$ cat config.mk
export PLATFORM = sky130hd
export DESIGN_NAME = rip_mem_port_arbiter
export DESIGN_NICKNAME = d
export VERILOG_FILES = /design/src/rtl/rip_mem_port_arbiter.sv
export SDC_FILE = /design/constraint.sdc
export NUM_CORES = 1
export LEC_CHECK = 0
export BUFFER_PORTS_ARGS = -buffer_cell sky130_fd_sc_hd__buf_2
export CORE_UTILIZATION = 41
export CTS_BUF_LIST = sky130_fd_sc_hd__clkbuf_8 sky130_fd_sc_hd__clkbuf_16
export CTS_CLUSTER_SIZE = 30
export DETAILED_ROUTE_END_ITERATION = 6
export PLACE_DENSITY = 0.77
export SLEW_MARGIN = 20
export SYNTH_ARGS = -nofsm -noshare
export SYNTH_HDL_FRONTEND = slang
export SYNTH_SLANG_ARGS = --single-unit
$ cat constraint.sdc
create_clock -name clk -period 1.2 [get_ports clk]
set_input_delay 0.24 -clock clk [delete_from_list [all_inputs] [get_ports clk]]
set_output_delay 0.24 -clock clk [all_outputs]
set_load 0.01 [all_outputs]
$ cat src/rtl/rip_mem_port_arbiter.sv
// rip_mem_port_arbiter: round-robin arbiter of two cache requesters onto one memory master
module rip_mem_port_arbiter #(
    parameter int ADDR_WIDTH = 32,
    parameter int LINE_SIZE = 4,
    localparam int LW = LINE_SIZE * 8
) (
    input  logic                  clk,
    input  logic                  rst,
    input  logic                  p1_req,
    input  logic                  p1_we,
    input  logic [ADDR_WIDTH-1:0] p1_addr,
    input  logic [LW-1:0]         p1_wdata,
    input  logic [LINE_SIZE-1:0]  p1_wstrb,
    output logic                  p1_gnt,
    output logic                  p1_busy,
    output logic                  p1_rvalid,
    output logic [LW-1:0]         p1_rdata,
    input  logic                  p2_req,
    input  logic [ADDR_WIDTH-1:0] p2_addr,
    output logic                  p2_gnt,
    output logic                  p2_busy,
    output logic                  p2_rvalid,
    output logic [LW-1:0]         p2_rdata,
    output logic                  m_req,
    output logic                  m_we,
    output logic [ADDR_WIDTH-1:0] m_addr,
    output logic [LW-1:0]         m_wdata,
    output logic [LINE_SIZE-1:0]  m_wstrb,
    input  logic                  m_ack,
    input  logic                  m_done,
    input  logic [LW-1:0]         m_rdata
);
    typedef enum logic [1:0] {IDLE, ISSUE, WAIT} state_t;
    state_t state;
    logic ptr;
    logic owner;
    logic sel2;
    // port 2 wins when it is the only requester or when the pointer favours it
    assign sel2 = p2_req & (~p1_req | ptr);
    // single transaction FSM; every output is registered here
    always_ff @(posedge clk) begin
        if (rst) begin
            state     <= IDLE;
            ptr       <= 1'b0;
            owner     <= 1'b0;
            p1_gnt    <= 1'b0;
            p1_busy   <= 1'b0;
            p1_rvalid <= 1'b0;
            p1_rdata  <= '0;
            p2_gnt    <= 1'b0;
            p2_busy   <= 1'b0;
            p2_rvalid <= 1'b0;
            p2_rdata  <= '0;
            m_req     <= 1'b0;
            m_we      <= 1'b0;
            m_addr    <= '0;
            m_wdata   <= '0;
            m_wstrb   <= '0;
        end else begin
            p1_gnt    <= 1'b0;
            p2_gnt    <= 1'b0;
            p1_rvalid <= 1'b0;
            p2_rvalid <= 1'b0;
            case (state)
                IDLE: if (p1_req | p2_req) begin
                    owner   <= sel2;
                    ptr     <= ~sel2;
                    m_req   <= 1'b1;
                    m_we    <= ~sel2 & p1_we;
                    m_addr  <= sel2 ? p2_addr : p1_addr;
                    m_wdata <= sel2 ? '0 : p1_wdata;
                    m_wstrb <= (~sel2 & p1_we) ? p1_wstrb : '0;
                    p1_gnt  <= ~sel2;
                    p2_gnt  <= sel2;
                    p1_busy <= ~sel2;
                    p2_busy <= sel2;
                    state   <= ISSUE;
                end
                ISSUE: if (m_ack) begin
                    m_req <= 1'b0;
                    state <= WAIT;
                end
                WAIT: if (m_done) begin
                    if (owner) begin
                        p2_rdata  <= m_rdata;
                        p2_rvalid <= 1'b1;
                        p2_busy   <= 1'b0;
                    end else begin
                        p1_rdata  <= m_rdata;
                        p1_rvalid <= 1'b1;
                        p1_busy   <= 1'b0;
                    end
                    state <= IDLE;
                end
                default: state <= IDLE;
            endcase
        end
    end
endmodule

Yosys cells after proc, flatten, opt, wreduce, memory -nomap -nowiden
Index checks and enable logic that the tools add are counted.
- logic and storage cells: 66
- bits in registers: 144
- input bits: 139
- output and inout port bits: 140
- mux-type cells: 20
- eq/ne operators: 7
- bitwise operators: 11
- reductions and logical operators: 12
- operator list (kind ; number):
    32-bit 2-to-1 mux ; 2
    3-bit AND reduction ; 4
    1-bit 2-to-1 mux ; 10
    2-bit inequality test (second input constant) ; 5
    4-bit AND reduction ; 2
    1-bit inverter ; 7
    2-bit 2-to-1 mux ; 3
    1-bit one-hot mux with 2 select lines ; 3
    2-bit one-hot mux with 3 select lines ; 1
    3-bit OR reduction ; 2
    4-bit 2-to-1 mux ; 1
    2-bit nonzero test ; 2
    1-bit AND ; 2
    2-bit by 1-bit equality test with 1-bit output (second input constant) ; 1
    2-bit equality test (second input constant) ; 1
    2-bit zero test ; 1
    1-bit OR ; 2
    2-bit AND reduction ; 1

Logic depth before layout (Yosys ltp)
Gate-level depths: netlist (run 1).
- word-level depth: 6
- mapped depth: 6

Worst setup path after synthesis (run 1)
No wires, ideal clock.
- path type: register to register
- start: reg state[1]
- end: reg m_wdata[11]
- cell stages (with the launch flop): 7
- slack: -0.062 ns
- arrival time: 1.145 ns
- period minus slack after synthesis: 1.262 ns
- path buffers: 3
- setup time: 0.117 ns
- path through: dfxtp_1 -> buf_2 -> nor2_2 -> a21oi_2 -> buf_4 -> buf_6 -> a22o_1
- word-level cells in the longest chain between the ends: 2
- RTL lines (item ; RTL line ; source):
    start, declared ; 34 ; state_t state;
    start signal, assigned ; 43 ; state <= IDLE;
    start signal, assigned ; 77 ; state <= ISSUE;
    start signal, assigned ; 81 ; state <= WAIT;
    2-bit zero test ; 64 ; case (state)
    2-bit AND reduction (no line) ; - ;
    end signal, assigned ; 71 ; m_wdata <= sel2 ? '0 : p1_wdata;
    end, declared ; 27 ; output logic [LW-1:0] m_wdata,
No other way between the ends.
A chain may end at the register's enable or synchronous reset.

Worst setup path after layout (run 1)
- start: reg state[1]
- end: reg p2_rdata[3]
- word-level cells in the longest chain between the ends: 2
- RTL lines (item ; RTL line ; source):
    2-bit equality test ; 64 ;
    3-bit AND reduction (no line) ; - ;
    end signal, assigned ; 85 ; p2_rdata <= m_rdata;
    end, declared ; 23 ; output logic [LW-1:0] p2_rdata,
No other way between the ends.

==> results.yml, run 1 <==
sta:
  unrepaired_setup_endpoints_after_global_routing: "true"
  setup_ws_ns: -0.229
  slew_violations: 0
  setup_total_negative_slack_ns: -19.44
  post-route-period-util_pct: 119
  final.min_clock_period_ns: 1.43
  tightest_slew_ns: 0.414
  hold_violations: 0
  achievable-frequency_ghz: 0.700
  fin_worst_skew_ns: 0.00759
  max-slew-margin-rel_pct: 72.4
  finalSetupViolations: 138
yosys:
  post_synth_edffs: 0
  synth_sequential_area_ratio_pct: 53.9
  post_synth_instance_area_um2: 5350
  yosysWarnings: 0
  synth-seq-cells: 144
  ys_types: 38
  synth_flop_cell: "sky130_fd_sc_hd__dfxtp_1"
  synth.avg_cell_area_um2: 8.87
  async_reset_ff_share_pct: 0
  syn_nets: 742
  synthCells: 603
place:
  dpl_cell_area_um2: 6980
  io_buffers: 278
  place_inst: 1021
  dp_hpwl_um: 10600
  place_congestion: 0.786
  detailedPlace.worstSlack_ns: -0.198
die:
  die_w_um: 116
  fp.dieArea_um2: 13500
  core.rowCount: 41
  start_util_pct: 42.2
  die_h_um: 116
  core-area_um2: 12700
  boundaryPins: 279
drt:
  drt_iter0_markers: 478
  routed_wire_length_per_instance_um: 18.0
  final_antenna_net_count: 0
  detailroute.via_count: 5976
  routed_via_density: 5.51
  detail_route.drc_violations: 0
  routed_wl_um: 19500
  detailedRoute.firstPassIterationCount: 5
final_layout:
  final.fill_count: 959
  area.growth.synth_to_final_pct: 65.0
  fin_cells: 1084
  finish.net_count: 1037
  layout_common_cells: "sky130_fd_sc_hd__buf_2 (275), sky130_fd_sc_hd__dfxtp_1 (113), sky130_fd_sc_hd__nand2_1 (84)"
  final_area_um2: 8820
  finish.utilization_pct: 69.6
  final_common_cell: "sky130_fd_sc_hd__buf_2"
  multiInputGateArea_um2: 2650
  register_area_um2: 2920
  layout-drive-gt1-share_pct: 56.4
grt:
  grt_start_max_net_pins: 68
  grt_pass1_vias: 4937
  grt.total_usage_pct: 23.4
  grt_first_pass_wirelength_um: 24300
  antenna_found_initial: 0
  grt_remaining_overflow: 0
clocking:
  tritoncts.num_buffers: 17
  ctsRootBufferMaster: "sky130_fd_sc_hd__clkbuf_16"
  htree_levels: 4
  insertion_delay_ns: 0.41
  cts_hold_buffers: 0
  tritoncts_num_sinks: 144
  cts_max_path_buffers: 2
  clkTransAtPathRegs_ns: 0.06
  tritoncts: "done"
setup_path:
  cp_common_cell: "sky130_fd_sc_hd__buf_6"
  timing.reg2reg.worst_path_depth: 6
  worst-path-max-fanout: 8
  setup.worst_path.start_class: "flop"
  worst_setup_end_kind: "flop"
  cp_slowest_stage_delay_ns: 0.33
  worstPathArrival_ns: 1.76
  timing.critical_path.slowest_stage_cell: "sky130_fd_sc_hd__dfxtp_2"
  cp_cell_sequence: "buf_6, buf_4, and4b_4, buf_6, nand2_1, a21oi_2"
  crit_path_max_delay_family: "buffers and inverters"
  reg2reg_slack_ns: -0.23
  timing.rr.end: "p2_rdata[3]"
  cp.required_ns: 1.53
  worst-path-stages: 6
  path_buf_inv: 3
  worst_r2r_startpoint: "state[1]"
  critPathKind: "flop to flop"
min_path:
  hold_start: "p1_wdata[7]"
  min_delay_worst_endpoint: "m_wdata[7]"
  min-delay-path-class: "input port to flop"
  holdPathStages: 2
flow_run:
  cap_viol_max_count: 0
power:
  power_density_nw_per_um2: 1500
  p_leak_nw: 3.88
  worst_ir_drop_vdd_v: 0.00103
status:
  failing_checks: "setup timing"
  outcome: "complete, but fails checks"
## layout make-up
| type | count | area share [%] |
|---|---|---|
| sequential | 144 | 33.1 |
| multi-input combinational | 392 | 30.1 |
| timing repair buffer | 337 | 26.2 |
| clock buffer | 17 | 4.82 |
| clock inverter | 15 | 3.02 |
| tap | 172 | 2.44 |
| inverter | 6 | 0.255 |
| antenna | 1 | 0.0284 |
## worst reg2reg max path, cell delays in order, from the launching register on
cell	delay, ns
sky130_fd_sc_hd__dfxtp_2	0.33
sky130_fd_sc_hd__buf_6	0.12
sky130_fd_sc_hd__buf_4	0.14
sky130_fd_sc_hd__and4b_4	0.32
sky130_fd_sc_hd__buf_6	0.18
sky130_fd_sc_hd__nand2_1	0.11
sky130_fd_sc_hd__a21oi_2	0.16
## power by group
part / total, mW / internal [mW] / switching, mW
sequential: 5.14 / 5.01 / 0.132
clock: 6.17 / 4.11 / 2.06
combinational: 1.89 / 0.906 / 0.984
## logic make-up after synthesis
logic type	count (synthesis)	share of synthesized area, %
compound gates	179	20.8
buf+inv	67	6.83
flops	144	53.9
simple gates	213	18.4
## worst max path at each step
stage,start,end,slack [ns]
3_5_place_dp,state[0],m_addr[30],-0.20
4_1_cts,state[0],m_wdata[27],-0.20
2_1_floorplan,state[1],m_wdata[10],-0.02
5_1_grt,state[1],p2_rdata[3],-0.29
3_3_place_gp,state[1],m_addr[28],-0.15
6_report,state[1],p2_rdata[3],-0.23
## per-stage QoR
stage / hold WS [ns] / power [mW]
after floorplan: 0.357 / 5.99
after global placement: 0.439 / 6.64
after detailed placement: 0.443 / 6.66
after CTS: 0.0144 / 13.0
after global routing: 0.0212 / 13.7
final: 0.0403 / 13.2
## cells in the mapped netlist (2+ instances only)
cell type	number	area, µm²
sky130_fd_sc_hd__buf_2	25	125
sky130_fd_sc_hd__nor3_1	7	35.0
sky130_fd_sc_hd__nand2_1	130	488
sky130_fd_sc_hd__a221o_1	6	60.1
sky130_fd_sc_hd__and4b_1	2	20.0
sky130_fd_sc_hd__buf_1	2	7.51
sky130_fd_sc_hd__inv_1	6	22.5
sky130_fd_sc_hd__buf_6	7	78.8
sky130_fd_sc_hd__clkbuf_1	19	71.3
sky130_fd_sc_hd__buf_4	8	60.1
sky130_fd_sc_hd__nand3_1	28	140
sky130_fd_sc_hd__o21ai_0	31	155
sky130_fd_sc_hd__nor2_1	6	22.5
sky130_fd_sc_hd__a22o_1	32	280
sky130_fd_sc_hd__dfxtp_1	144	2880
sky130_fd_sc_hd__a31oi_1	26	163
sky130_fd_sc_hd__nand4_1	30	188
sky130_fd_sc_hd__a21oi_1	74	370
## timing repair
action | in CTS | in global routing
resized for setup | 18 | 202
endpoints found under the hold margin | 0 | 0
cloned | 5 | 14
setup buffers | 7 | 7
setup endpoints to repair | 137 | 143
pin swaps | 11 | 83
## registers in the layout (all words and copies together), names as in the netlist
signal,flops
m_addr,32
m_req,1
m_wdata,32
m_we,1
m_wstrb,4
owner,1
p1_busy,1
p1_gnt,1
p1_rdata,32
p1_rvalid,1
p2_busy,1
p2_gnt,1
p2_rdata,32
p2_rvalid,1
ptr,1
state,2
## metal layers
layer  up-vias  global-route usage, %  part of all wire [%]
met5         -                      0                     0
met4         0                   8.63                   2.7
met3        57                   6.02                   7.7
met2       321                   41.3                    50
met1      2847                   27.2                    40
li1       2751                      -                     -
(Power assumes the default switching activity.)
==> run 2: changes to the inputs <==
Settings changed: PLACE_DENSITY 0.77 to 0.88.
==> results.yml, run 2 (synthesis results as in run 1) <==
status:
  outcome: "complete, but fails checks"
  failing_checks: "setup timing"
sta:
  finalSetupViolations: 133
  post-route-period-util_pct: 114
  setup_ws_ns: -0.168
  unrepaired_setup_endpoints_after_global_routing: "true"
  slew_violations: 0
  achievable-frequency_ghz: 0.731
  final.min_clock_period_ns: 1.37
  setup_total_negative_slack_ns: -12.21
  tightest_slew_ns: 0.579
  fin_worst_skew_ns: 0.0140
  hold_violations: 0
  max-slew-margin-rel_pct: 61.4
drt:
  routed_via_density: 5.29
  routed_wire_length_per_instance_um: 16.0
  routed_wl_um: 17200
  drt_iter0_markers: 448
  detailedRoute.firstPassIterationCount: 6
  detail_route.drc_violations: 0
  final_antenna_net_count: 0
  detailroute.via_count: 5667
clocking:
  tritoncts: "done"
  htree_levels: 4
  cts_max_path_buffers: 2
  insertion_delay_ns: 0.41
  ctsRootBufferMaster: "sky130_fd_sc_hd__clkbuf_16"
  tritoncts_num_sinks: 144
  tritoncts.num_buffers: 17
  clkTransAtPathRegs_ns: 0.06
grt:
  grt_first_pass_wirelength_um: 24800
  antenna_found_initial: 0
  grt_remaining_overflow: 0
  grt.total_usage_pct: 23.8
  grt_pass1_vias: 5043
  grt_start_max_net_pins: 57
setup_path:
  reg2reg_slack_ns: -0.17
  worst-path-max-fanout: 19
  worstPathArrival_ns: 1.66
  cp.required_ns: 1.49
  timing.reg2reg.worst_path_depth: 5
  worst_setup_end_kind: "flop"
  timing.rr.end: "m_addr[9]"
  setup.worst_path.start_class: "flop"
  critPathKind: "flop to flop"
  worst_r2r_startpoint: "state[1]"
power:
  p_leak_nw: 3.63
  worst_ir_drop_vdd_v: 0.000946
  power_density_nw_per_um2: 1490
  fin_total_pwr_mw: 11.9
place:
  place_congestion: 0.805
  detailedPlace.worstSlack_ns: -0.252
  io_buffers: 278
  dp_hpwl_um: 11000
min_path:
  min_delay_worst_endpoint: "m_wdata[6]"
  hold_start: "p1_wdata[6]"
  holdPathStages: 2
  min-delay-path-class: "input port to flop"
die:
  die_h_um: 116
  start_util_pct: 42.2
  boundaryPins: 279
  fp.dieArea_um2: 13500
  core-area_um2: 12700
  core.rowCount: 41
  die_w_um: 116
final_layout:
  layout-drive-gt1-share_pct: 42.6
  layout_common_cells: "sky130_fd_sc_hd__buf_2 (276), sky130_fd_sc_hd__dfxtp_1 (138), sky130_fd_sc_hd__nand2_1 (130)"
  final_common_cell: "sky130_fd_sc_hd__buf_2"
  area.growth.synth_to_final_pct: 49.4
  antenna_cells_inserted: 0
  finish.utilization_pct: 63.0
  finish.net_count: 1026
flow_run:
  cap_viol_max_count: 0
-- run 2: cell count changes in the layout (fill, tap and decap cells not counted), sizes merged --
cell / delta
diode: -1
clkinv: +2
buf: -5
clkinvlp: +3
bufbuf: +1
bufinv: -6
inv: -2
clkbuf: -4
-- run 2: through the flow --
stage	hold slack, ns	instance area (µm²)	std cells
after floorplan	0.357	5360	603
after global placement	0.438	7030	1026
after detailed placement	0.445	7030	1026
after CTS	0.0114	7790	1064
after global routing	0.0192	7990	1072
final	0.0375	7990	1072
-- run 2: layout make-up --
type                       instances  area [µm²]
clock buffer                      20         467
clock inverter                    12         106
fill                            1058        4680
inverter                           6        22.5
multi-input combinational        392        2180
sequential                       144        2890
tap                              172         215
timing repair buffer             326        2110
-- run 2: where the power goes --
part	switching (mW)	internal (mW)
registers	0.131	5.01
logic	0.876	0.833
clock network	2.07	3.02
-- run 2: critical path, stage by stage, from the launching register on --
cell and delay, ns:
sky130_fd_sc_hd__dfxtp_2 0.34, sky130_fd_sc_hd__buf_6 0.12, sky130_fd_sc_hd__nor2_4 0.17, sky130_fd_sc_hd__a21oi_4 0.11
sky130_fd_sc_hd__buf_12 0.16, sky130_fd_sc_hd__a221o_1 0.35
-- run 2: worst max path at each step --
stage / to / from / cells after the start
after floorplan: m_wdata[10] / state[1] / 5
after global placement: m_wdata[10] / state[1] / 4
after detailed placement: m_wdata[9] / state[1] / 4
after CTS: m_addr[9] / state[1] / 5
after global routing: p1_rdata[23] / state[1] / 6
final: m_addr[9] / state[1] / 5
-- run 2: routing by layer --
| layer | vias to the layer above | share of wire [%] | track usage, % | wire length, µm |
|---|---|---|---|---|
| li1 | 2710 | - | - | - |
| met1 | 2659 | 40 | 27.6 | 6850 |
| met2 | 270 | 50 | 40.7 | 8580 |
| met3 | 28 | 7.9 | 7.11 | 1350 |
| met4 | 0 | 2.3 | 10.3 | 390 |
| met5 | - | 0 | 0 | 0 |
-- run 2: timing repair --
item                       CTS  global route
hold buffers                 0             0
gates cloned                 3             5
setup endpoints to repair  141           140
pin swaps                    1            17
buffers inserted             3             3
gates resized for setup     21            21
